[config.mk]
export PLATFORM = sky130hd
export DESIGN_NAME = m68k_wb_master_flat
export DESIGN_NICKNAME = d
export VERILOG_FILES = /design/src/rtl/m68k_wb_master_if.sv /design/src/rtl/m68k_wb_master.sv /design/src/flat_wrapper.sv
export SDC_FILE = /design/constraint.sdc
export NUM_CORES = 1
export LEC_CHECK = 0
export ABC_CLOCK_PERIOD_IN_PS = 3000
export CORE_MARGIN = 5
export CORE_UTILIZATION = 40
export DETAILED_ROUTE_END_ITERATION = 10
export PLACE_DENSITY = 0.87
export SYNTH_ARGS = -nofsm -noshare
export SYNTH_HDL_FRONTEND = slang
export SYNTH_SLANG_ARGS = --single-unit
[constraint.sdc]
create_clock -name wb_clk_i -period 3 [get_ports wb_clk_i]
set_clock_uncertainty 0.15 [all_clocks]
set_input_delay 0.75 -clock wb_clk_i [delete_from_list [all_inputs] [get_ports wb_clk_i]]
set_output_delay 0.75 -clock wb_clk_i [all_outputs]
set_load 0.02 [all_outputs]
[src/rtl/m68k_wb_master_if.sv]
// Wishbone classic bus bundle between the 68000 bridge (master) and a slave.
interface m68k_wb_master_if #(
    parameter int AWIDTH = 24
);
    logic [AWIDTH-1:0] wb_addr_o;
    logic [31:0]       wb_dat_o;
    logic [31:0]       wb_dat_i;
    logic [3:0]        wb_sel_o;
    logic              wb_we_o;
    logic              wb_cyc_o;
    logic              wb_stb_o;
    logic              wb_ack_i;

    modport master (
        output wb_addr_o, wb_dat_o, wb_sel_o, wb_we_o, wb_cyc_o, wb_stb_o,
        input  wb_dat_i, wb_ack_i
    );

    modport slave (
        input  wb_addr_o, wb_dat_o, wb_sel_o, wb_we_o, wb_cyc_o, wb_stb_o,
        output wb_dat_i, wb_ack_i
    );
endinterface

[src/rtl/m68k_wb_master.sv]
// 68000 bus cycle to 32-bit Wishbone classic single-cycle bridge.
// Define M68K_WB_TIMEOUT_EN to enable the ack timeout that raises BERR.
module m68k_wb_master #(
    parameter int AWIDTH  = 24,
    parameter int TIMEOUT = 255
) (
    input  logic              wb_clk_i,
    input  logic              wb_rst_i,
    input  logic [AWIDTH-1:1] cpu_addr_i,
    input  logic              cpu_as_n_i,
    input  logic              cpu_uds_n_i,
    input  logic              cpu_lds_n_i,
    input  logic              cpu_rw_i,
    input  logic [15:0]       cpu_dat_i,
    output logic [15:0]       cpu_dat_o,
    output logic              cpu_dtack_n_o,
    output logic              cpu_berr_n_o,
    m68k_wb_master_if.master  wb
);

    typedef enum logic [1:0] {
        ST_IDLE = 2'd0,
        ST_REQ  = 2'd1,
        ST_DONE = 2'd2
    } state_t;

    // Reject a timeout the 8-bit counter cannot represent.
    if (TIMEOUT < 1 || TIMEOUT > 255) begin : g_bad_timeout
        $error("m68k_wb_master: TIMEOUT must be in 1..255");
    end

    state_t            state_r,   state_s;
    logic [AWIDTH-1:0] addr_r,    addr_s;
    logic [31:0]       dat_o_r,   dat_o_s;
    logic [3:0]        sel_r,     sel_s;
    logic              we_r,      we_s;
    logic              cyc_r,     cyc_s;
    logic              a1_r,      a1_s;
    logic [15:0]       cpu_dat_r, cpu_dat_s;
    logic              dtack_n_r, dtack_n_s;
    logic              berr_n_r,  berr_n_s;
    logic              start_s;
    logic [15:0]       rd_half_s;
`ifdef M68K_WB_TIMEOUT_EN
    localparam logic [7:0] TIMEOUT_C = 8'(TIMEOUT);
    logic [7:0]        cnt_r,     cnt_s;
`endif

    assign start_s   = !cpu_as_n_i && (!cpu_uds_n_i || !cpu_lds_n_i);
    assign rd_half_s = a1_r ? wb.wb_dat_i[15:0] : wb.wb_dat_i[31:16];

    // Next-state and next-output decode for the bus FSM.
    always_comb begin
        state_s   = state_r;
        addr_s    = addr_r;
        dat_o_s   = dat_o_r;
        sel_s     = sel_r;
        we_s      = we_r;
        cyc_s     = cyc_r;
        a1_s      = a1_r;
        cpu_dat_s = cpu_dat_r;
        dtack_n_s = dtack_n_r;
        berr_n_s  = berr_n_r;
`ifdef M68K_WB_TIMEOUT_EN
        cnt_s     = cnt_r;
`endif
        case (state_r)
            ST_IDLE: begin
                // AS alone (write data-strobe delay) does not start a cycle.
                if (start_s) begin
                    addr_s  = {cpu_addr_i[AWIDTH-1:2], 2'b00};
                    we_s    = ~cpu_rw_i;
                    dat_o_s = {cpu_dat_i, cpu_dat_i};
                    a1_s    = cpu_addr_i[1];
                    if (cpu_addr_i[1]) begin
                        sel_s = {2'b00, ~cpu_uds_n_i, ~cpu_lds_n_i};
                    end else begin
                        sel_s = {~cpu_uds_n_i, ~cpu_lds_n_i, 2'b00};
                    end
                    cyc_s   = 1'b1;
`ifdef M68K_WB_TIMEOUT_EN
                    cnt_s   = 8'd0;
`endif
                    state_s = ST_REQ;
                end else begin
                    state_s = ST_IDLE;
                end
            end
            ST_REQ: begin
                if (wb.wb_ack_i) begin
                    cyc_s = 1'b0;
                    sel_s = 4'b0000;
                    if (!we_r) begin
                        cpu_dat_s = rd_half_s;
                    end else begin
                        cpu_dat_s = cpu_dat_r;
                    end
                    // An abandoned cycle still finishes on the bus but never DTACKs.
                    if (!cpu_as_n_i) begin
                        dtack_n_s = 1'b0;
                        state_s   = ST_DONE;
                    end else begin
                        state_s   = ST_IDLE;
                    end
                end else begin
`ifdef M68K_WB_TIMEOUT_EN
                    cnt_s = cnt_r + 8'd1;
                    if (cnt_s == TIMEOUT_C) begin
                        cyc_s = 1'b0;
                        sel_s = 4'b0000;
                        if (!cpu_as_n_i) begin
                            berr_n_s = 1'b0;
                            state_s  = ST_DONE;
                        end else begin
                            state_s  = ST_IDLE;
                        end
                    end else begin
                        state_s = ST_REQ;
                    end
`else
                    state_s = ST_REQ;
`endif
                end
            end
            ST_DONE: begin
                if (cpu_as_n_i) begin
                    dtack_n_s = 1'b1;
                    berr_n_s  = 1'b1;
                    state_s   = ST_IDLE;
                end else begin
                    state_s   = ST_DONE;
                end
            end
            default: begin
                cyc_s     = 1'b0;
                sel_s     = 4'b0000;
                dtack_n_s = 1'b1;
                berr_n_s  = 1'b1;
                state_s   = ST_IDLE;
            end
        endcase
    end

    // State and output registers with synchronous reset.
    always_ff @(posedge wb_clk_i) begin
        if (wb_rst_i) begin
            state_r   <= ST_IDLE;
            addr_r    <= {AWIDTH{1'b0}};
            dat_o_r   <= 32'h0000_0000;
            sel_r     <= 4'b0000;
            we_r      <= 1'b0;
            cyc_r     <= 1'b0;
            a1_r      <= 1'b0;
            cpu_dat_r <= 16'h0000;
            dtack_n_r <= 1'b1;
            berr_n_r  <= 1'b1;
`ifdef M68K_WB_TIMEOUT_EN
            cnt_r     <= 8'd0;
`endif
        end else begin
            state_r   <= state_s;
            addr_r    <= addr_s;
            dat_o_r   <= dat_o_s;
            sel_r     <= sel_s;
            we_r      <= we_s;
            cyc_r     <= cyc_s;
            a1_r      <= a1_s;
            cpu_dat_r <= cpu_dat_s;
            dtack_n_r <= dtack_n_s;
            berr_n_r  <= berr_n_s;
`ifdef M68K_WB_TIMEOUT_EN
            cnt_r     <= cnt_s;
`endif
        end
    end

    assign wb.wb_addr_o  = addr_r;
    assign wb.wb_dat_o   = dat_o_r;
    assign wb.wb_sel_o   = sel_r;
    assign wb.wb_we_o    = we_r;
    assign wb.wb_cyc_o   = cyc_r;
    assign wb.wb_stb_o   = cyc_r;
    assign cpu_dat_o     = cpu_dat_r;
    assign cpu_dtack_n_o = dtack_n_r;
    assign cpu_berr_n_o  = berr_n_r;

endmodule
[src/flat_wrapper.sv]
// flat-port wrapper written by rule: the top's interface ports become plain ports
module m68k_wb_master_flat 
#(
    parameter int AWIDTH  = 24,
    parameter int TIMEOUT = 255
)
  (wb_clk_i, wb_rst_i, cpu_addr_i, cpu_as_n_i, cpu_uds_n_i, cpu_lds_n_i, cpu_rw_i, cpu_dat_i, cpu_dat_o, cpu_dtack_n_o, cpu_berr_n_o, wb_wb_addr_o, wb_wb_dat_o, wb_wb_sel_o, wb_wb_we_o, wb_wb_cyc_o, wb_wb_stb_o, wb_wb_dat_i, wb_wb_ack_i);
  m68k_wb_master_if #(.AWIDTH(AWIDTH)) wb_i ();
  input  logic wb_clk_i;
  input  logic wb_rst_i;
  input  logic [AWIDTH-1:1] cpu_addr_i;
  input  logic cpu_as_n_i;
  input  logic cpu_uds_n_i;
  input  logic cpu_lds_n_i;
  input  logic cpu_rw_i;
  input  logic [15:0] cpu_dat_i;
  output logic [15:0] cpu_dat_o;
  output logic cpu_dtack_n_o;
  output logic cpu_berr_n_o;
  output wire logic [$bits(wb_i.wb_addr_o)-1:0] wb_wb_addr_o;
  output wire logic [$bits(wb_i.wb_dat_o)-1:0] wb_wb_dat_o;
  output wire logic [$bits(wb_i.wb_sel_o)-1:0] wb_wb_sel_o;
  output wire logic [$bits(wb_i.wb_we_o)-1:0] wb_wb_we_o;
  output wire logic [$bits(wb_i.wb_cyc_o)-1:0] wb_wb_cyc_o;
  output wire logic [$bits(wb_i.wb_stb_o)-1:0] wb_wb_stb_o;
  input wire logic [$bits(wb_i.wb_dat_i)-1:0] wb_wb_dat_i;
  input wire logic [$bits(wb_i.wb_ack_i)-1:0] wb_wb_ack_i;
  assign wb_wb_addr_o = wb_i.wb_addr_o;
  assign wb_wb_dat_o = wb_i.wb_dat_o;
  assign wb_wb_sel_o = wb_i.wb_sel_o;
  assign wb_wb_we_o = wb_i.wb_we_o;
  assign wb_wb_cyc_o = wb_i.wb_cyc_o;
  assign wb_wb_stb_o = wb_i.wb_stb_o;
  assign wb_i.wb_dat_i = wb_wb_dat_i;
  assign wb_i.wb_ack_i = wb_wb_ack_i;
  m68k_wb_master #(.AWIDTH(AWIDTH), .TIMEOUT(TIMEOUT)) u_core (.wb_clk_i(wb_clk_i), .wb_rst_i(wb_rst_i), .cpu_addr_i(cpu_addr_i), .cpu_as_n_i(cpu_as_n_i), .cpu_uds_n_i(cpu_uds_n_i), .cpu_lds_n_i(cpu_lds_n_i), .cpu_rw_i(cpu_rw_i), .cpu_dat_i(cpu_dat_i), .cpu_dat_o(cpu_dat_o), .cpu_dtack_n_o(cpu_dtack_n_o), .cpu_berr_n_o(cpu_berr_n_o), .wb(wb_i));
endmodule
=== Yosys cells after proc, flatten, opt, wreduce, memory -nomap -nowiden ===
Cells that the tools add are included.

* Bits in registers: 81
* Bits in latches: 0
* RAM bits: 0
* ROM bits: 0
* Input bits: 78
* Logic and storage cells: 52
* Memories: 0

* Add/subtract/negate cells: 0
* Multiply operators: 0
* Divide/modulo/power cells: 0
* Magnitude comparators: 0
* Equality and inequality tests: 6
* Shift operators: 0
* Mux-type cells: 17
* Bitwise logic cells: 7
* Reductions and logical operators: 12

{| class="wikitable"
|+ Operator list
! cell !! number
|-
| $mux W16 || 1
|-
| $mux W4 || 3
|-
| $pmux W4 S3 || 1
|-
| $not A1 Y1 || 7
|-
| $mux W1 || 6
|-
| $ne A2 B2 Y1 const B || 3
|-
| $pmux W1 S3 || 2
|-
| $pmux W2 S3 || 1
|-
| $reduce_and A3 Y1 || 2
|-
| $mux W2 || 2
|-
| $reduce_and A2 Y1 || 2
|-
| $reduce_and A4 Y1 || 1
|-
| $logic_not A1 Y1 || 3
|-
| $eq A2 B1 Y1 const B || 1
|-
| $eq A2 B2 Y1 const B || 1
|-
| $logic_not A2 Y1 || 1
|-
| $ne A2 B1 Y1 const B || 1
|-
| $pmux W1 S2 || 1
|-
| $reduce_or A2 Y1 || 1
|-
| $logic_and A1 B1 Y1 || 1
|-
| $logic_or A1 B1 Y1 || 1
|}

=== Logic depth before layout (Yosys ltp) ===
* Word-level depth: 5
* Depth in mapped cells: 6
* Depth with buffers taken out: 3

=== Worst setup path before layout ===
No wires, ideal clock.

* Kind: in2reg
* Start point: input port wb_rst_i
* End point: register u_core.sel_r[0] (netlist: u_core.wb.wb_sel_o[0])
* Data arrival time: 1.689 ns
* Required time: 2.780 ns
* Path slack: 1.091 ns
* Stages: 4
* Cell sequence: clkbuf_1 or2_1 or4_1 o2bb2ai_1

{| class="wikitable"
|+ RTL lines
! element !! RTL line !! text
|-
| start, declared || flat_wrapper.sv:10 || <nowiki>input logic wb_rst_i;</nowiki>
|-
| end signal, assigned || m68k_wb_master.sv:164 || <nowiki>sel_r <= sel_s;</nowiki>
|-
| end, declared || m68k_wb_master.sv:35 || <nowiki>logic [3:0] sel_r, sel_s;</nowiki>
|}

=== Worst setup path after layout ===
* Start point: register u_core.cpu_dat_r[12] (netlist: u_core.cpu_dat_o[12])
* End point: output port cpu_dat_o[12]

{| class="wikitable"
|+ RTL lines
! element !! RTL line !! text
|-
| start, declared || m68k_wb_master.sv:39 || <nowiki>logic [15:0] cpu_dat_r, cpu_dat_s;</nowiki>
|-
| start signal, assigned || m68k_wb_master.sv:168 || <nowiki>cpu_dat_r <= cpu_dat_s;</nowiki>
|-
| end, declared || flat_wrapper.sv:17 || <nowiki>output logic [15:0] cpu_dat_o;</nowiki>
|}

No word-level cell between the ends.

==> results.cfg <==
[cts]
clk_pin_slew_worst_paths_ns = 0.07
cts_inserted_buffers = 9
cts_setup_buffers = 0
cts_root_buffer = clkbuf_8
cts-htree-levels = 3
cts_tree = yes
cts_resized = 0
postCtsHoldBufs = 0
worstSkewPairLatency_ns = 0.33
clockBufferDepth = 2
cts.sinks = 64

[route]
antenna_left = 0
wirelength_um = 7740
viasPerCell = 4.92
drc = 0
drt-pass1-iter-count = 4
drt_iter0_markers = 39
wl_per_cell_um = 15.1
num_vias = 2515

[final_layout]
area_growth_pct = 60.2
antenna_cells = 0
nets = 508
drive_above_1_share_pct = 5.99
fillers = 543
layout_common_cells = 154 x clkdlybuf4s50_1, 78 x nand2_1, 64 x dfxtp_1, 39 x a21oi_1, 19 x nor2_1
stdcell_count = 511
final_common_cell = clkdlybuf4s50_1

[sta]
hold_viol_final = 0
layout_setup_ws_ns = 0.755
fin_crit_ns = 2.24
slew_headroom_pct = 39.3
drv_slew = 0
period_share_pct = 74.8
rsz0062_at_grt = no
setup-violations-final = 0
max_freq_mhz = 445
worstMarginPinSlew_ns = 0.909
fin_setup_tns_ns = 0

[worst_hold_path]
holdCritStartpoint = u_core.wb.wb_addr_o[11]$_SDFFE_PP0P_
hold_path_class = reg -> reg

[setup_path]
cp_slowest_cell = clkdlybuf4s50_1
cp.required_ns = 2.10
critPathMaxStageDelay_ns = 0.64
start_kind = flop
crit_fanout = 2
cp.arrival_ns = 1.34
cp_top_family = buffers and inverters
cp-end-kind = output port
path_buf_inv = 1
startpoint = u_core.cpu_dat_o[12]$_SDFFE_PP0P_
r2r-start = u_core.state_r[0]$_SDFF_PP0_
cp_cell_sequence = clkdlybuf4s50_1
crit_type = reg -> out

[power_and_ir_drop]
p_leak_nw = 1.50
ir_drop_mv = 0.321
powerDensity_nw_per_um2 = 497

[floorplanning]
die_w_um = 91.1
num_rows = 29
core_region_area_um2 = 6390
num_io_pins = 159
start_util_pct = 41.2
die_h_um = 91.1
dieArea_um2 = 8300

[global_routing]
antenna_found_initial = 0
grt_pass1_wl_um = 12200
grt_max_degree = 42
grt_remaining_overflow = 0
grt_pass1_vias = 2576
grt.total_usage_pct = 17.9

[place]
placed_cells = 496
dpl.hpwl_um = 6000
post-place-ws_ns = 0.500
gp_congestion = 0.738
io_buffers = 155

[logic_synthesis]
yosys_warnings = 0
ys_ff_latch = 64
synth_cells = 302
synth.distinct_cells = 29
synth_seq_area_share_pct = 48.7
syn_area_per_cell_um2 = 8.71
syn-cell-area_um2 = 2630

[run_status]
status = finished, final reports clean

[flow_run]
maxCapViolCount = 0
-- cells in the mapped netlist (all sizes together) --
cell     instances  area (um^2)
mux2i           17          170
nor3             1         5.00
and4bb           1         12.5
or2              1         6.26
a22o             2         17.5
conb             2         7.51
a2111oi          1         27.5
a211oi          18          135
nor4             1         6.26
nand2           78          293
o21bai           1         7.51
dfxtp           64         1280
o2bb2ai          2         17.5
a2111o           1         11.3
or3b             1         8.76
nor2b            1         6.26
inv              1         3.75
nor4bb           1         10.0
o21ai            1         5.00
a21oi           41          213
or4              1         7.51
o21a             1         7.51
nor2            19         71.3
buf             31          239
o22ai            1         12.5
clkbuf          13         48.8
-- flip-flops by register name, indices dropped and copies added (netlist names) --
name,cells
u_core.wb.wb_we_o,1
u_core.wb.wb_cyc_o,1
u_core.wb.wb_sel_o,4
u_core.cpu_dat_o,16
u_core.wb.wb_dat_o,16
u_core.cpu_dtack_n_o,1
u_core.a1_r,1
u_core.wb.wb_addr_o,22
u_core.state_r,2
-- worst reg2reg max path, stage by stage (launching register included) --
cell	delay [ns]
dfxtp_1	0.52
and4bb_2	0.67
nor2_1	0.13
a211oi_1	0.26
-- power breakdown --
part           switching (W)  total, W  internal, W
sequential         0.0000391  0.000939     0.000900
combinational       0.000212  0.000456     0.000243
clock               0.000303  0.000701     0.000398
total               0.000554   0.00210      0.00154
-- final cells by class --
cell class	count	area, um^2	share of cell area, %
Tap cell	77	96.3	2.29
Inverter	1	3.75	0.0891
Multi-Input combinational cell	194	1060	25.2
Timing Repair Buffer	160	1580	37.6
Sequential cell	64	1280	30.4
Clock buffer	11	141	3.36
Clock inverter	4	45.0	1.07
-- per-stage QoR --
step / power [W] / utilization, % / hold WS [ns] / cell area, um^2
6_report: 0.00210 / 66.0 / 0.307 / 4210
3_5_place_dp: 0.00142 / 63.1 / 0.299 / 4030
5_1_grt: 0.00219 / 66.0 / 0.325 / 4210
4_1_cts: 0.00212 / 66.0 / 0.308 / 4210
2_1_floorplan: 0.00119 / - / 0.385 / 2640
3_3_place_gp: 0.00141 / 63.1 / 0.291 / 4030
-- path summary, 6_finish.rpt --
check	cells after the start	slack, ns	end
worst min-delay path	2	0.31	u_core.wb.wb_addr_o[11]$_SDFFE_PP0P_
worst max register to register	3	1.18	u_core.cpu_dat_o[9]$_SDFFE_PP0P_
worst min register to register	2	0.31	u_core.wb.wb_addr_o[11]$_SDFFE_PP0P_
worst max-delay path	1	0.76	cpu_dat_o[12]
-- cells by family after synthesis --
group / share of synthesized area [%]
simple gates: 16.2
compound gates: 17.3
flops: 48.7
buf+inv: 11.1
mux: 6.47
other cells: 0.285
-- metal layers --
metal / part of all wire, % / up-vias / global-route usage, % / wire length, um
li1: - / 1245 / - / -
met1: 38 / 1147 / 19.0 / 2960
met2: 50 / 113 / 31.6 / 3880
met3: 10 / 10 / 7.69 / 806
met4: 1.2 / 0 / 6.23 / 90
met5: 0 / - / 0 / 0
Note: power is estimated with default switching activity, not from simulation.
